[src/rtl/mem_bus_ctrl.sv]
// -----------------------------------------------------------------------------
// mem_bus_ctrl
//
// Data-side memory access controller for the MEM stage. Takes a load or store
// from the EX/MEM register, runs it on the data bus and stalls the pipeline
// (suspend) until the access finishes. Load data is extended to 32 bits and
// presented in ram_ext_out for the MEM/WB register.
//
// Bus handshake: the controller holds bus_req high, with bus_we/bus_addr/
// bus_wdata stable, until it samples bus_gnt high on a rising edge; that edge
// transfers the request. bus_rvalid then marks the single response beat (read
// data for loads, acknowledge for stores). It may arrive in the same cycle as
// bus_gnt or in any later cycle. bus_gnt and bus_rvalid are ignored outside
// the REQ and RESP states.
//
// Parameters:
//   TIMEOUT_CYCLES  cycles allowed in REQ+RESP before aborting (>= 2)
//   CNT_W           timeout counter width (2**CNT_W > TIMEOUT_CYCLES)
//
// Ports:
//   cpu_clk, cpu_rstn           clock (rising edge), async active-low reset
//   valid_in, mem_re_in         MEM-stage instruction valid, is-load
//   ram_we_in[3:0]              store byte lanes (nonzero = store)
//   da_addr_in[31:0]            byte address
//   da_wdata_in[31:0]           lane-aligned store data
//   ram_ext_op_in[2:0]          load extend op
//   suspend                     pipeline stall (combinational)
//   ram_ext_out[31:0]           extended load data (registered)
//   bus_err                     one-cycle pulse on timeout
//   bus_req, bus_we, bus_addr,
//   bus_wdata                   bus request side
//   bus_gnt, bus_rvalid,
//   bus_rdata                   bus slave side
//   dbg_state[1:0]              current FSM state (0 IDLE,1 REQ,2 RESP,3 DONE)
// -----------------------------------------------------------------------------
module mem_bus_ctrl #(
    parameter int TIMEOUT_CYCLES = 255,
    parameter int CNT_W          = 8
) (
    input  logic        cpu_clk,
    input  logic        cpu_rstn,
    input  logic        valid_in,
    input  logic        mem_re_in,
    input  logic [3:0]  ram_we_in,
    input  logic [31:0] da_addr_in,
    input  logic [31:0] da_wdata_in,
    input  logic [2:0]  ram_ext_op_in,
    output logic        suspend,
    output logic [31:0] ram_ext_out,
    output logic        bus_err,
    output logic        bus_req,
    output logic [3:0]  bus_we,
    output logic [31:0] bus_addr,
    output logic [31:0] bus_wdata,
    input  logic        bus_gnt,
    input  logic        bus_rvalid,
    input  logic [31:0] bus_rdata,
    output logic [1:0]  dbg_state
);

    typedef enum logic [1:0] {
        S_IDLE = 2'd0,
        S_REQ  = 2'd1,
        S_RESP = 2'd2,
        S_DONE = 2'd3
    } state_t;

    localparam logic [CNT_W-1:0] TO_LIMIT = CNT_W'(TIMEOUT_CYCLES - 1);

    state_t           state;
    state_t           state_nxt;
    logic [CNT_W-1:0] to_cnt;
    logic [1:0]       lane_q;
    logic [2:0]       ext_op_q;

    logic access;
    logic in_flight;
    logic complete;
    logic timeout_hit;
    logic is_load_q;

    // Extract and extend the addressed field of a read word.
    function automatic logic [31:0] load_extend(input logic [31:0] w,
                                                input logic [2:0]  op,
                                                input logic [1:0]  lane);
        logic [7:0]  b;
        logic [15:0] h;
        logic [31:0] r;
        case (lane)
            2'd0:    b = w[7:0];
            2'd1:    b = w[15:8];
            2'd2:    b = w[23:16];
            default: b = w[31:24];
        endcase
        // Halfword lane uses addr[1] only; addr[0] is ignored.
        h = lane[1] ? w[31:16] : w[15:0];
        case (op)
            3'b001:  r = {{24{b[7]}}, b};
            3'b010:  r = {24'd0, b};
            3'b011:  r = {{16{h[15]}}, h};
            3'b100:  r = {16'd0, h};
            default: r = w;
        endcase
        return r;
    endfunction

    assign access    = valid_in & ((ram_we_in != 4'd0) | mem_re_in);
    assign in_flight = (state == S_REQ) | (state == S_RESP);
    // bus_we was captured as zero for loads, so it doubles as the load flag.
    assign is_load_q = (bus_we == 4'd0);

    assign complete = ((state == S_REQ)  & bus_gnt & bus_rvalid) |
                      ((state == S_RESP) & bus_rvalid);

    // A completion on the limit cycle takes precedence over the abort.
    assign timeout_hit = in_flight & (to_cnt == TO_LIMIT) & ~complete;

    assign dbg_state = state;

    // Next state and the combinational stall.
    always_comb begin
        state_nxt = state;
        suspend   = 1'b0;
        case (state)
            S_IDLE: begin
                suspend = access;
                if (access) state_nxt = S_REQ;
            end
            S_REQ: begin
                suspend = 1'b1;
                if (complete || timeout_hit) state_nxt = S_DONE;
                else if (bus_gnt)            state_nxt = S_RESP;
            end
            S_RESP: begin
                suspend = 1'b1;
                if (complete || timeout_hit) state_nxt = S_DONE;
            end
            // DONE always returns to IDLE; the instruction still sitting at
            // the inputs is the one just finished, so it must not re-issue.
            S_DONE: begin
                state_nxt = S_IDLE;
            end
            default: begin
                state_nxt = S_IDLE;
            end
        endcase
    end

    always_ff @(posedge cpu_clk or negedge cpu_rstn) begin
        if (!cpu_rstn) begin
            state <= S_IDLE;
        end else begin
            state <= state_nxt;
        end
    end

    // Timeout counter: cleared on entry to REQ, counts REQ+RESP cycles.
    always_ff @(posedge cpu_clk or negedge cpu_rstn) begin
        if (!cpu_rstn) begin
            to_cnt <= '0;
        end else if ((state == S_IDLE) && access) begin
            to_cnt <= '0;
        end else if (in_flight) begin
            to_cnt <= to_cnt + 1'b1;
        end
    end

    // Registered request side of the bus.
    always_ff @(posedge cpu_clk or negedge cpu_rstn) begin
        if (!cpu_rstn) begin
            bus_req   <= 1'b0;
            bus_we    <= 4'd0;
            bus_addr  <= 32'd0;
            bus_wdata <= 32'd0;
            lane_q    <= 2'd0;
            ext_op_q  <= 3'd0;
        end else begin
            bus_req <= (state_nxt == S_REQ);
            if ((state == S_IDLE) && access) begin
                bus_addr  <= {da_addr_in[31:2], 2'b00};
                // A nonzero byte mask wins over mem_re_in.
                bus_we    <= (ram_we_in != 4'd0) ? ram_we_in : 4'd0;
                bus_wdata <= da_wdata_in;
                lane_q    <= da_addr_in[1:0];
                ext_op_q  <= ram_ext_op_in;
            end else if (state == S_DONE) begin
                bus_we    <= 4'd0;
                bus_addr  <= 32'd0;
                bus_wdata <= 32'd0;
            end
        end
    end

    // Load result and error pulse.
    always_ff @(posedge cpu_clk or negedge cpu_rstn) begin
        if (!cpu_rstn) begin
            ram_ext_out <= 32'd0;
            bus_err     <= 1'b0;
        end else begin
            bus_err <= timeout_hit;
            if (timeout_hit) begin
                ram_ext_out <= 32'd0;
            end else if (complete && is_load_q) begin
                ram_ext_out <= load_extend(bus_rdata, ext_op_q, lane_q);
            end
        end
    end

endmodule

[config.mk]
export PLATFORM = sky130hd
export DESIGN_NAME = mem_bus_ctrl
export DESIGN_NICKNAME = d
export VERILOG_FILES = /design/src/rtl/mem_bus_ctrl.sv
export SDC_FILE = /design/constraint.sdc
export NUM_CORES = 1
export LEC_CHECK = 0
export CORE_ASPECT_RATIO = 1.5
export CORE_MARGIN = 2
export CORE_UTILIZATION = 45
export DETAILED_ROUTE_END_ITERATION = 8
export PLACE_DENSITY = 0.82
export SYNTH_ARGS = -nofsm -noshare
export SYNTH_HDL_FRONTEND = slang
export SYNTH_SLANG_ARGS = --single-unit
[constraint.sdc]
create_clock -name cpu_clk -period 5.25 [get_ports cpu_clk]
set_clock_uncertainty 0.05 [all_clocks]
set_input_delay 0.525 -clock cpu_clk [delete_from_list [all_inputs] [get_ports cpu_clk]]
set_output_delay 0.525 -clock cpu_clk [all_outputs]
set_load 0.02 [all_outputs]
==> results of run 1 <==
==> per-stage QoR <==
step | cell area (um2) | worst slack, ps | power (mW) | hold slack (ps) | cells
4_1_cts | 8400 | 2140 | 5.26 | 191 | 946
5_1_grt | 8400 | 2090 | 5.55 | 230 | 946
3_5_place_dp | 7840 | 2150 | 4.13 | 425 | 915
6_report | 8400 | 2140 | 5.23 | 167 | 946
2_1_floorplan | 5700 | 2880 | 3.04 | 179 | 586
3_3_place_gp | 7840 | 2160 | 4.05 | 423 | 915
==> cells by family (layout without fill, tap and decap cells) <==
family | after synthesis | in the layout | synth area share
DFF | 115 | 115 | 0.505
adders and majority gates | 8 | 8 | 0.0176
muxes | 25 | 25 | 0.0615
xor gates and xnor gates | 8 | 8 | 0.0136
other | 1 | 2 | 0.000658
buffers and inverters | 50 | 254 | 0.0426
and+or+nand+nor | 299 | 299 | 0.256
AOI/OAI and AO/OA | 79 | 79 | 0.104
==> final timing paths <==
check	startpoint	endpoint	slack, ps
min reg2reg	ram_ext_out[3]	ram_ext_out[3]	440
min	cpu_rstn	ram_ext_out[3]	170
max reg2reg	dbg_state[1]	ram_ext_out[20]	2600
max	ram_we_in[3]	suspend	2140
max in group asynchronous	cpu_rstn	to_cnt[5]	3780
min in group cpu_clk	ram_ext_out[3]	ram_ext_out[3]	440
==> final cells by class <==
| cell class | instances | area [um2] | share of cell area |
|---|---|---|---|
| clock inverter | 11 | 113 | 0.0134 |
| timing repair buffer | 218 | 2160 | 0.257 |
| clock buffer | 20 | 447 | 0.0532 |
| inverter | 5 | 18.8 | 0.00223 |
| multi-input combinational | 421 | 2590 | 0.308 |
| tap | 156 | 195 | 0.0232 |
| sequential | 115 | 2880 | 0.343 |
==> registers in the layout, indices dropped and copies added (netlist names) <==
name,flops
bus_addr,30
ext_op_q,3
bus_err,1
lane_q,2
bus_we,4
bus_req,1
bus_wdata,32
ram_ext_out,32
to_cnt,8
dbg_state,2
==> cells in the mapped netlist (6+ instances only) <==
library cell and instances:
o2bb2ai_1 33, a31oi_1 8, o221ai_1 8, clkbuf_1 13
dfrtp_1 115, o21ai_0 8, nand2_1 150, nor2_1 55
mux4_2 8, xor2_1 6, ha_1 8, a21oi_1 14
mux2i_1 17, nand3b_1 66, buf_2 25
==> power by group through the flow <==
stage          Clock, mW  Sequential [mW]  Combinational [mW]
6_report            1.10             1.55                2.58
5_1_grt             1.16             1.60                2.79
4_1_cts             1.11             1.55                2.59
3_5_place_dp           0             1.56                2.58
3_3_place_gp           0             1.54                2.51
2_1_floorplan          0             1.84                1.20
==> metal layers <==
layer,part of all wire,track usage,routed length [um]
met1,0.37,0.310,6500
met2,0.49,0.435,8600
met3,0.10,0.0935,1770
met4,0.034,0.127,588
met5,0,0,0
==> layout by cell type, fill, tap and decap left out, types with 2 or more instances in the layout <==
cell	instances
a21oi_1	14
a31oi_1	8
and3_1	3
buf_4	8
bufinv_16	2
clkbuf_1	2
clkbuf_16	17
clkdlybuf4s50_1	210
clkinv_2	6
clkinvlp_4	3
conb_1	2
dfrtp_1	115
ha_1	8
inv_1	5
mux2i_1	17
mux4_2	8
nand2_1	149
nand2_2	2
nand2b_1	4
nand3_1	3
nand3b_1	66
nand4_1	2
nor2_1	54
nor2b_1	3
nor3b_1	2
o21ai_0	8
o221ai_1	8
o2bb2ai_1	33
xor2_1	6
==> worst reg2reg max path: cells and delay by family (launching register included) <==
kind	cells	cell delay, ps
DFF	1	470
adders and majority gates	1	290
AOI/OAI and AO/OA	3	640
and+or+nand+nor	2	920
buffers and inverters	1	170
==> tab_implementation.tex, run 1 <==
\begin{tabular}{lr}
\hline
Metric & Value \\
\hline
\multicolumn{2}{l}{\textbf{Routing}} \\
Number of detailed-route iterations in the first pass & 5 \\
Post-Route WL & 17500 um \\
Post-route ant nets & 0 \\
Drc violations & 0 \\
Vias per cell & 5.55 \\
Total via count in the routed design & 5254 \\
Number of DRC markers in iteration 0 & 327 \\
DR WL/cell & 18.5 um \\
\multicolumn{2}{l}{\textbf{Synthesis}} \\
Synthesized flop and latch total & 115 \\
Library cells used by synthesis & 47 \\
Total number of yosys warnings & 0 \\
Ys flop type & dfrtp\_1 \\
Part of the Yosys area used for sequential elements & 0.505 \\
Asr flop ratio synth & 1.00 \\
Cell taking the most area after synthesis & dfrtp\_1 \\
Area share of the largest cell type after synthesis & 0.505 \\
Mapped Area & 5700 um2 \\
Area contributors post-synth & dfrtp\_1 50\%, nand2\_1 9.9\%, nand3b\_1 8.7\%, o2bb2ai\_1 5.1\%, nor2\_1 3.6\% \\
Post-synth EDFFs & 0 \\
Gate count of the mapped netlist & 585 \\
Avg Inst Size Synth & 9.74 um2 \\
\multicolumn{2}{l}{\textbf{Placed design}} \\
Port Buffer Count & 211 \\
Placer's final routability congestion estimate & 0.832 \\
HPWL after DPL & 12400 um \\
\multicolumn{2}{l}{\textbf{Critical path}} \\
Bufs and invs on worst path & 2 \\
Maximum fanout along the worst path & 3 \\
Stages on worst setup path & 7 \\
Number of cells traversed by the worst register-to-register path & 7 \\
CP max stage delay & 560 ps \\
Worst setup SP type & input pin \\
Series of cell instances along the critical path & clkdlybuf4s50\_1, or3\_1, o31a\_1, and2\_2, nor2\_1, nor2\_1, clkdlybuf4s50\_1 \\
Standard cell with the maximum stage delay on the critical path & clkdlybuf4s50\_1 \\
Crit. End Element & output port \\
Family with the most delay on the worst path & buffers and inverters \\
Endpoint required time on the critical path & 4680 ps \\
Critical setup path kind & input pin to output port \\
Arr. time, crit path & 2540 ps \\
\multicolumn{2}{l}{\textbf{Cells and area}} \\
Synthesis-to-layout area growth & 47.4\% \\
Count of fill cells added during filler insertion & 941 \\
Share of cells above drive strength 1 & 0.0684 \\
Final Util & 0.675 \\
Post-layout net count & 895 \\
Number of antenna repair diodes & 0 \\
\multicolumn{2}{l}{\textbf{STA}} \\
Slew at the pin closest to its max-slew limit & 939 ps \\
Final setup violating endpoints & 0 \\
Max Clock Freq & 0.321 GHz \\
Final period demand of the worst path & 3110 ps \\
Setup TNS & 0 ps \\
Final Max Slew Viols & 0 \\
Final hold violation count & 0 \\
RSZ-0062 raised after global routing & false \\
Fin crit share & 0.593 \\
Slew margin rel. & 0.372 \\
\multicolumn{2}{l}{\textbf{Die}} \\
Starting Density & 0.458 \\
Core Region & 12400 um2 \\
Die Ht & 142 um \\
Std-Cell Rows & 50 \\
Total die area & 13600 um2 \\
Width of the die & 95.9 um \\
I/O pin count & 214 \\
\multicolumn{2}{l}{\textbf{Clocking}} \\
Number of gates resized after CTS & 0 \\
Maximum level of the CTS H-tree & 4 \\
Clock tree from TritonCTS & built \\
CTS sink count & 115 \\
Source-to-sink clock delay at the later pin of the worst-skew pair & 400 ps \\
TritonCTS Buffers & 17 \\
Longest Clk Path Bufs & 2 \\
Post-CTS Hold Fix Bufs & 0 \\
Post-CTS setup repair buffer count & 0 \\
Clock tree root driver cell & clkbuf\_16 \\
Clock transition at path regs & 50 ps \\
\multicolumn{2}{l}{\textbf{Outcome}} \\
Result of the run & finished clean \\
\multicolumn{2}{l}{\textbf{Power and ir drop}} \\
Worst-case vdd ir drop & 0.497 mV \\
Power density over cell area & 623 nW/um2 \\
Sequential share of power & 0.297 \\
Logic gate share of total power & 0.493 \\
Sw Ratio & 0.404 \\
Clock group share of total power & 0.210 \\
Static Leak & 3.74 nW \\
Cell-internal power & 3.12 mW \\
Switching power summed over all nets & 2.12 mW \\
\multicolumn{2}{l}{\textbf{Worst hold path}} \\
Worst min-delay path category & input pin to async pin \\
\multicolumn{2}{l}{\textbf{Run}} \\
Number of violations of the max-capacitance limit & 0 \\
\multicolumn{2}{l}{\textbf{Global routing}} \\
Global-route wire length before repair & 28000 um \\
Antenna violations before repair & 0 \\
Pin count of the biggest net entering global routing & 80 \\
Gr usage total & 0.267 \\
Via count of the first global-routing pass & 5587 \\
Overflow left after global routing & 0 \\
\hline
\end{tabular}
Power figures use the tool's default switching activity.
==> inputs of run 2 (changes only) <==
==> constraint.sdc (replaced) <==
create_clock -name cpu_clk -period 3.1 [get_ports cpu_clk]
set_clock_uncertainty 0.05 [all_clocks]
set_input_delay 0.31 -clock cpu_clk [delete_from_list [all_inputs] [get_ports cpu_clk]]
set_output_delay 0.31 -clock cpu_clk [all_outputs]
set_load 0.02 [all_outputs]
==> tab_implementation.tex, run 2 (synthesis results as in run 1) <==
\begin{tabular}{lr}
\hline
Metric & Value \\
\hline
\multicolumn{2}{l}{\textbf{Outcome}} \\
Result of the run & finished clean \\
\multicolumn{2}{l}{\textbf{STA}} \\
Smallest hold slack & 380 ps \\
Final period demand of the worst path & 2690 ps \\
Max Clock Freq & 0.372 GHz \\
Slew margin rel. & 0.451 \\
Fin crit share & 0.867 \\
Final hold violation count & 0 \\
RSZ-0062 raised after global routing & false \\
Slack of the critical path & 414 ps \\
Final setup violating endpoints & 0 \\
Final Max Slew Viols & 0 \\
Setup TNS & 0 ps \\
Slew at the pin closest to its max-slew limit & 824 ps \\
\multicolumn{2}{l}{\textbf{Global routing}} \\
Via count of the first global-routing pass & 5456 \\
Overflow left after global routing & 0 \\
Global-route wire length before repair & 28500 um \\
Antenna violations before repair & 0 \\
Gr usage total & 0.272 \\
Pin count of the biggest net entering global routing & 80 \\
\multicolumn{2}{l}{\textbf{Cells and area}} \\
Largest registers & bus\_wdata: 32 flops, ram\_ext\_out: 32 flops, bus\_addr: 30 flops \\
Post-layout net count & 897 \\
Share of cells above drive strength 1 & 0.0731 \\
Leading cell type in the layout, fill and taps excluded & clkdlybuf4s50\_1 \\
Synthesis-to-layout area growth & 48.8\% \\
Top library cells by usage in the layout, fill and taps aside & 210 x clkdlybuf4s50\_1, 149 x nand2\_1, 115 x dfrtp\_1 \\
Number of antenna repair diodes & 0 \\
Final Cell Area & 8480 um2 \\
\multicolumn{2}{l}{\textbf{Worst hold path}} \\
Worst min-delay path category & input pin to flop \\
Hold path start & da\_addr\_in[13] \\
Hold Path End & bus\_addr[13] \\
Number of cells traversed by the worst hold path & 3 \\
\multicolumn{2}{l}{\textbf{Die}} \\
Total die area & 13600 um2 \\
Die Ht & 142 um \\
Std-Cell Rows & 50 \\
Starting Density & 0.458 \\
I/O pin count & 214 \\
Core Region & 12400 um2 \\
Width of the die & 95.9 um \\
\multicolumn{2}{l}{\textbf{Placed design}} \\
HPWL after DPL & 12400 um \\
Post-Place Worst Slack & 426 ps \\
Placer's final routability congestion estimate & 0.910 \\
Placement-stage cell area & 7880 um2 \\
Port Buffer Count & 211 \\
\multicolumn{2}{l}{\textbf{Critical path}} \\
Arr. time, crit path & 2330 ps \\
Standard cell with the maximum stage delay on the critical path & clkdlybuf4s50\_1 \\
Flop2flop setup slack & 680 ps \\
Endpoint of the worst-slack reg-to-reg timing path & bus\_req \\
CP max stage delay & 610 ps \\
CP most frequent cell & nor2\_1 \\
Endpoint required time on the critical path & 2740 ps \\
Crit. End Element & output port \\
Series of cell instances along the critical path & inv\_1, ha\_1, nor2\_1, nor2\_1, clkdlybuf4s50\_1 \\
Number of cells traversed by the worst register-to-register path & 7 \\
Critical setup path kind & flop to output port \\
Maximum fanout along the worst path & 8 \\
Worst setup SP type & flop \\
Launch point of the worst reg-to-reg path & dbg\_state[0] \\
\multicolumn{2}{l}{\textbf{Routing}} \\
Number of detailed-route iterations in the first pass & 5 \\
Number of DRC markers in iteration 0 & 277 \\
DR WL/cell & 18.8 um \\
Post-Route WL & 17800 um \\
Post-route ant nets & 0 \\
Total via count in the routed design & 5340 \\
Drc violations & 0 \\
Vias per cell & 5.63 \\
\multicolumn{2}{l}{\textbf{Clocking}} \\
Maximum level of the CTS H-tree & 4 \\
Clock tree root driver cell & clkbuf\_16 \\
CTS sink count & 115 \\
Source-to-sink clock delay at the later pin of the worst-skew pair & 400 ps \\
Longest Clk Path Bufs & 2 \\
TritonCTS Buffers & 17 \\
Clock tree from TritonCTS & built \\
Clock transition at path regs & 60 ps \\
Post-CTS setup repair buffer count & 0 \\
Number of gates resized after CTS & 0 \\
\multicolumn{2}{l}{\textbf{Power and ir drop}} \\
Worst-case vdd ir drop & 0.684 mV \\
Static Leak & 3.77 nW \\
Power density over cell area & 1060 nW/um2 \\
\multicolumn{2}{l}{\textbf{Run}} \\
Number of violations of the max-capacitance limit & 0 \\
\hline
\end{tabular}
run 2: how the worst max path moves through the flow:
stage                            start      end  slack (ps)  cells past startpoint
after floorplan           dbg_state[0]  bus_req         820                      8
after global routing      dbg_state[0]  suspend         260                      5
after global placement    ram_we_in[3]  suspend         460                      7
after CTS                 dbg_state[0]  suspend         400                      5
after detailed placement  ram_we_in[3]  suspend         430                      7
final                     dbg_state[0]  suspend         410                      5
run 2: worst max-delay path, delay by kind of cell (launching register included):
| kind | cells | cell delay (ps) |
|---|---|---|
| buffers and inverters | 2 | 760 |
| DFF | 1 | 490 |
| adders and majority gates | 1 | 480 |
| and+or+nand+nor | 2 | 180 |
run 2: what timing repair did:
action                     in CTS  in global routing
hold endpoints to repair       60                  0
setup endpoints to repair       0                  0
hold buffers                    1                  0
run 2: per-layer routing:
layer  wire, um  vias to the layer above  track usage
li1           -                     2397            -
met1       6680                     2597        0.326
met2       8900                      307        0.445
met3       1710                       39       0.0935
met4        519                        0        0.109
met5          0                        -            0
run 2: metrics by stage:
stage / power (mW) / util / std cells
6_report: 8.99 / 0.681 / 949
5_1_grt: 9.53 / 0.681 / 949
4_1_cts: 9.02 / 0.681 / 949
3_5_place_dp: 7.01 / 0.633 / 916
3_3_place_gp: 6.86 / 0.633 / 916
2_1_floorplan: 5.14 / - / 586
run 2: final cells by class:
class | count | area [um2]
Inverter | 5 | 18.8
Multi-Input combinational cell | 421 | 2590
Sequential cell | 115 | 2880
Timing Repair Buffer | 220 | 2200
Tap cell | 156 | 195
Fill cell | 920 | 3970
Clock inverter | 12 | 131
Clock buffer | 20 | 467
run 2: power by group:
part | internal, mW | switching [mW] | leakage (nW) | total [mW]
sequential | 2.11 | 0.503 | 1.48 | 2.61
combinational | 2.01 | 2.42 | 2.01 | 4.43
clock | 1.24 | 0.703 | 0.284 | 1.95
==> edit 1 (flow settings as in run 2) <==
Register the output `dbg_state` once more, cleared by the reset; this adds one clock of latency there. The other outputs are not delayed to match.
--- a/src/rtl/mem_bus_ctrl.sv
+++ b/src/rtl/mem_bus_ctrl.sv
@@ -116,5 +116,11 @@
     assign timeout_hit = in_flight & (to_cnt == TO_LIMIT) & ~complete;
 
-    assign dbg_state = state;
+    always_ff @(posedge cpu_clk or negedge cpu_rstn) begin
+        if (!cpu_rstn) begin
+            dbg_state <= '0;
+        end else begin
+            dbg_state <= state;
+        end
+    end
 
     // Next state and the combinational stall.
Function: changed (Yosys sat finds a counterexample within 4 cycles, from zero or initial values and one cycle with cpu_rstn low).
==> edit 1 against run 2 <==
  * Highest routed layer unchanged
  * Synthesized area increased by 0.88%
  * Setup slack got worse by 0.061 ns
  * Routed wire length increased by 3.2%
  * Synthesized cell count increased by 0.34%
  * Cell area increased by 0.25%
  * Sequential cell count increased by 2
  * Critical path depth unchanged
  * Critical path type unchanged
  * Total power increased by 0.22%
  * Global-route usage increased by 0.21 points
==> edit 1: results (changes against run 2) <==
status=finished, final reports clean (unchanged); worst hold start=da_wdata_in[21] (was da_addr_in[13]); Layout non-clock buf frac=0.259 (was 0.260); GR Util met2=0.448 (was 0.445); placed cell area=7930 um^2 (was 7880 um^2); Worst Hold End=bus_wdata[21]$_DFFE_PN0P_ (was bus_addr[13]$_DFFE_PN0P_); synth cell count leaders=nand2_1 (150), dfrtp_1 (117), nand3b_1 (66), nor2_1 (55), o2bb2ai_1 (33) (was nand2_1 (150), dfrtp_1 (115), nand3b_1 (66), nor2_1 (55), o2bb2ai_1 (33)); global-route wire length before repair=28,600 um (was 28,500 um); via/cell ratio=5.62 (was 5.63); Seq/total area=0.344 (was 0.339); CP Launch Point=state[0]$_DFF_PN0_ (was dbg_state[0]$_DFF_PN0_); share of layout cells above drive strength 1=0.0692 (was 0.0731); reg2reg start=state[1]$_DFF_PN0_ (was dbg_state[0]$_DFF_PN0_); Slew @ Worst Pin=0.876 ns (was 0.824 ns); CP arrival=2.39 ns (was 2.33 ns); setup slack, reg-to-reg=0.58 ns (was 0.68 ns); routed length per instance=19.3 um (was 18.8 um); Seq cells=117 (was 115); hpwl dp=12,500 um (was 12,400 um); leakage=0.00378 uW (was 0.00377 uW); VDD IR max=0.000757 V (was 0.000684 V); GR Util met1=0.304 (was 0.326); FF+latch area=2930 um^2 (was 2880 um^2); GR Util All Layers=0.274 (was 0.272); metal3 WL=1670 um (was 1710 um); initial DRC count=257 (was 277); met3 Track Usage GR=0.0916 (was 0.0935); routed wl met2=9210 um (was 8900 um); max layer used=met4 (unchanged); Clock-cell share=0.0669 (was 0.0705); vias in the first global route=5,649 (was 5,456); synth top area cells=dfrtp_1 (51%), nand2_1 (9.8%), nand3b_1 (8.6%) (was dfrtp_1 (50%), nand2_1 (9.9%), nand3b_1 (8.7%)); Post-Place Worst Slack=0.414 ns (was 0.426 ns); Final Net Count=899 (was 897); cell count of the worst reg-to-reg path=8 (was 7); Fillers=941 (was 920)
[edit 1: cells by family after synthesis]
logic type | count (synthesis) | synth area share
other cells | 1 | 0.000652
flops | 117 | 0.509
compound gates | 79 | 0.103
mux | 25 | 0.0609
buf+inv | 50 | 0.0422
fa+ha+maj | 8 | 0.0174
xor+xnor | 8 | 0.0135
simple gates | 299 | 0.253
[edit 1: worst max-delay path, stage by stage (launching register included)]
cell,delay (ns)
dfrtp_1,0.49
inv_1,0.17
ha_1,0.50
nor2_1,0.09
nor2_1,0.12
clkdlybuf4s50_1,0.62
[edit 1: report_power, final]
part	switching, uW	internal [uW]	total [uW]
registers	494	2140	2640
clock network	717	1180	1900
logic	2460	2010	4470
[edit 1: through the flow]
step                hold slack [ns]  instances
floorplan                   -0.0356        588
global placement              0.400        918
detailed placement            0.406        918
CTS                           0.364        951
global route                  0.366        951
finish                        0.373        951
==> edit 2 (settings of run 2) <==
Without the edit above. Change the parameter `CNT_W` from 8 to 10.
--- a/src/rtl/mem_bus_ctrl.sv
+++ b/src/rtl/mem_bus_ctrl.sv
@@ -36,5 +36,5 @@
 module mem_bus_ctrl #(
     parameter int TIMEOUT_CYCLES = 255,
-    parameter int CNT_W          = 8
+    parameter int CNT_W          = 10
 ) (
     input  logic        cpu_clk,
Behaviour: same outputs for any inputs over 4 cycles, from zero or initial values and one cycle with cpu_rstn low; that may be too few to reach the edited logic, so the function may still have changed.
==> edit 2 against run 2 <==
  * Routed wire length decreased by 6.5%
  * Setup slack lost 0.12 ns
  * Cell count is 4.6% higher
  * Cell area up 1.4%
  * Maximum frequency decreased by 4.2%
  * Worst hold slack better by 0.015 ns
  * Global-route usage fell by 2.6 points
  * Via count is 0.94% higher
  * Sequential cell count up 2
  * Synthesized cell count grew 7.4%
  * Synthesized area is 2.1% higher
  * Total power shrank 1.6%
  * Sequential share of layout area increased by 0.12 points
  * Die area rose by 2.1%
==> edit 2: results (changes against run 2) <==
status=finished, final reports clean (unchanged); hpwl dp=11,900 um (was 12,400 um); setup slack, reg-to-reg=0.30 ns (was 0.68 ns); Synth Area in Adders=0.0189 (was 0.0176); GR Util All Layers=0.246 (was 0.272); routed length per instance=16.8 um (was 18.8 um); post-synthesis mux area share=0.0378 (was 0.0615); placed cell area=8020 um^2 (was 7880 um^2); slowest stage cell on the critical path=nor2_2 (was clkdlybuf4s50_1); VDD IR max=0.000520 V (was 0.000684 V); Final Net Count=942 (was 897); routed vias=5,390 (was 5,340); CP arrival=3.10 ns (was 2.33 ns); critical path peak fanout=31 (was 8); share of layout cells above drive strength 1=0.0717 (was 0.0731); synth unique cells=57 (was 47); synth top area cells=dfrtp_1 (50%), o21ai_0 (9.5%), nand2b_1 (7.4%) (was dfrtp_1 (50%), nand2_1 (9.9%), nand3b_1 (8.7%)); First-pass DRT Iterations=6 (was 5); largest net degree at the start of global routing=151 (was 80); gpl congestion=0.904 (was 0.910); Worst Hold End=bus_wdata[23]$_DFFE_PN0P_ (was bus_addr[13]$_DFFE_PN0P_); register area share after synthesis=0.503 (was 0.505); synth cell count leaders=dfrtp_1 (117), o21ai_0 (110), nand2_1 (101), nand2b_1 (69), nor2_1 (41) (was nand2_1 (150), dfrtp_1 (115), nand3b_1 (66), nor2_1 (55), o2bb2ai_1 (33)); Slew @ Worst Pin=1.15 ns (was 0.824 ns); Critical Path Sink=ram_ext_out[6]$_DFFE_PN0P_ (was suspend); Synth Area in Compound Gates=0.166 (was 0.104); delay-heaviest family, CP=simple AND/OR/NAND/NOR gates (was buffers and inverters); global-route wire length before repair=27,200 um (was 28,500 um); worst hold start=da_wdata_in[23] (was da_addr_in[13]); XOR/XNOR share of the synthesized area=0.0178 (was 0.0136); cell count of the worst reg-to-reg path=6 (was 7)
-- edit 2: power by group --
part           total, uW  internal [uW]  switching, uW
clock               1870           1210            663
sequential          2620           2150            477
combinational       4340           1960           2380
-- edit 2: worst reg2reg max path, stage by stage, from the launching register on --
cell	delay, ns
dfrtp_1	0.44
inv_1	0.15
ha_1	0.42
and4_1	0.31
o2111a_1	0.18
nor2_2	0.89
a221o_1	0.30
-- edit 2: what timing repair did --
item | 4_1_cts | 5_1_grt
resized for setup | 0 | 0
hold endpoints to repair | 117 | 0
endpoints found under the setup margin | 0 | 0
hold buffers | 1 | 0
buffers inserted | 0 | 0
-- edit 2: per-stage QoR --
step / util / instances / hold slack (ns) / power, uW / worst slack, ns
2_1_floorplan: - / 629 / -0.0356 / 5070 / 0.825
3_3_place_gp: 0.638 / 961 / 0.401 / 6810 / 0.362
3_5_place_dp: 0.638 / 961 / 0.399 / 6960 / 0.322
4_1_cts: 0.684 / 993 / 0.382 / 8880 / 0.305
5_1_grt: 0.684 / 993 / 0.399 / 9400 / 0.0363
6_report: 0.684 / 993 / 0.395 / 8840 / 0.297
-- edit 2: final cells by class --
| class | count | area (um^2) |
|---|---|---|
| Multi-Input combinational cell | 458 | 2660 |
| Inverter | 10 | 37.5 |
| Fill cell | 959 | 3970 |
| Timing Repair Buffer | 221 | 2210 |
| Clock buffer | 21 | 460 |
| Tap cell | 156 | 195 |
| Clock inverter | 10 | 106 |
| Sequential cell | 117 | 2930 |
-- edit 2: per-layer routing --
metal	wire [um]	global-route usage	up-vias	part of all wire
met4	607	0.116	0	0.036
met2	8400	0.420	274	0.50
li1	-	-	2540	-
met5	0	0	-	0
met1	6340	0.285	2525	0.38
met3	1320	0.0730	51	0.079
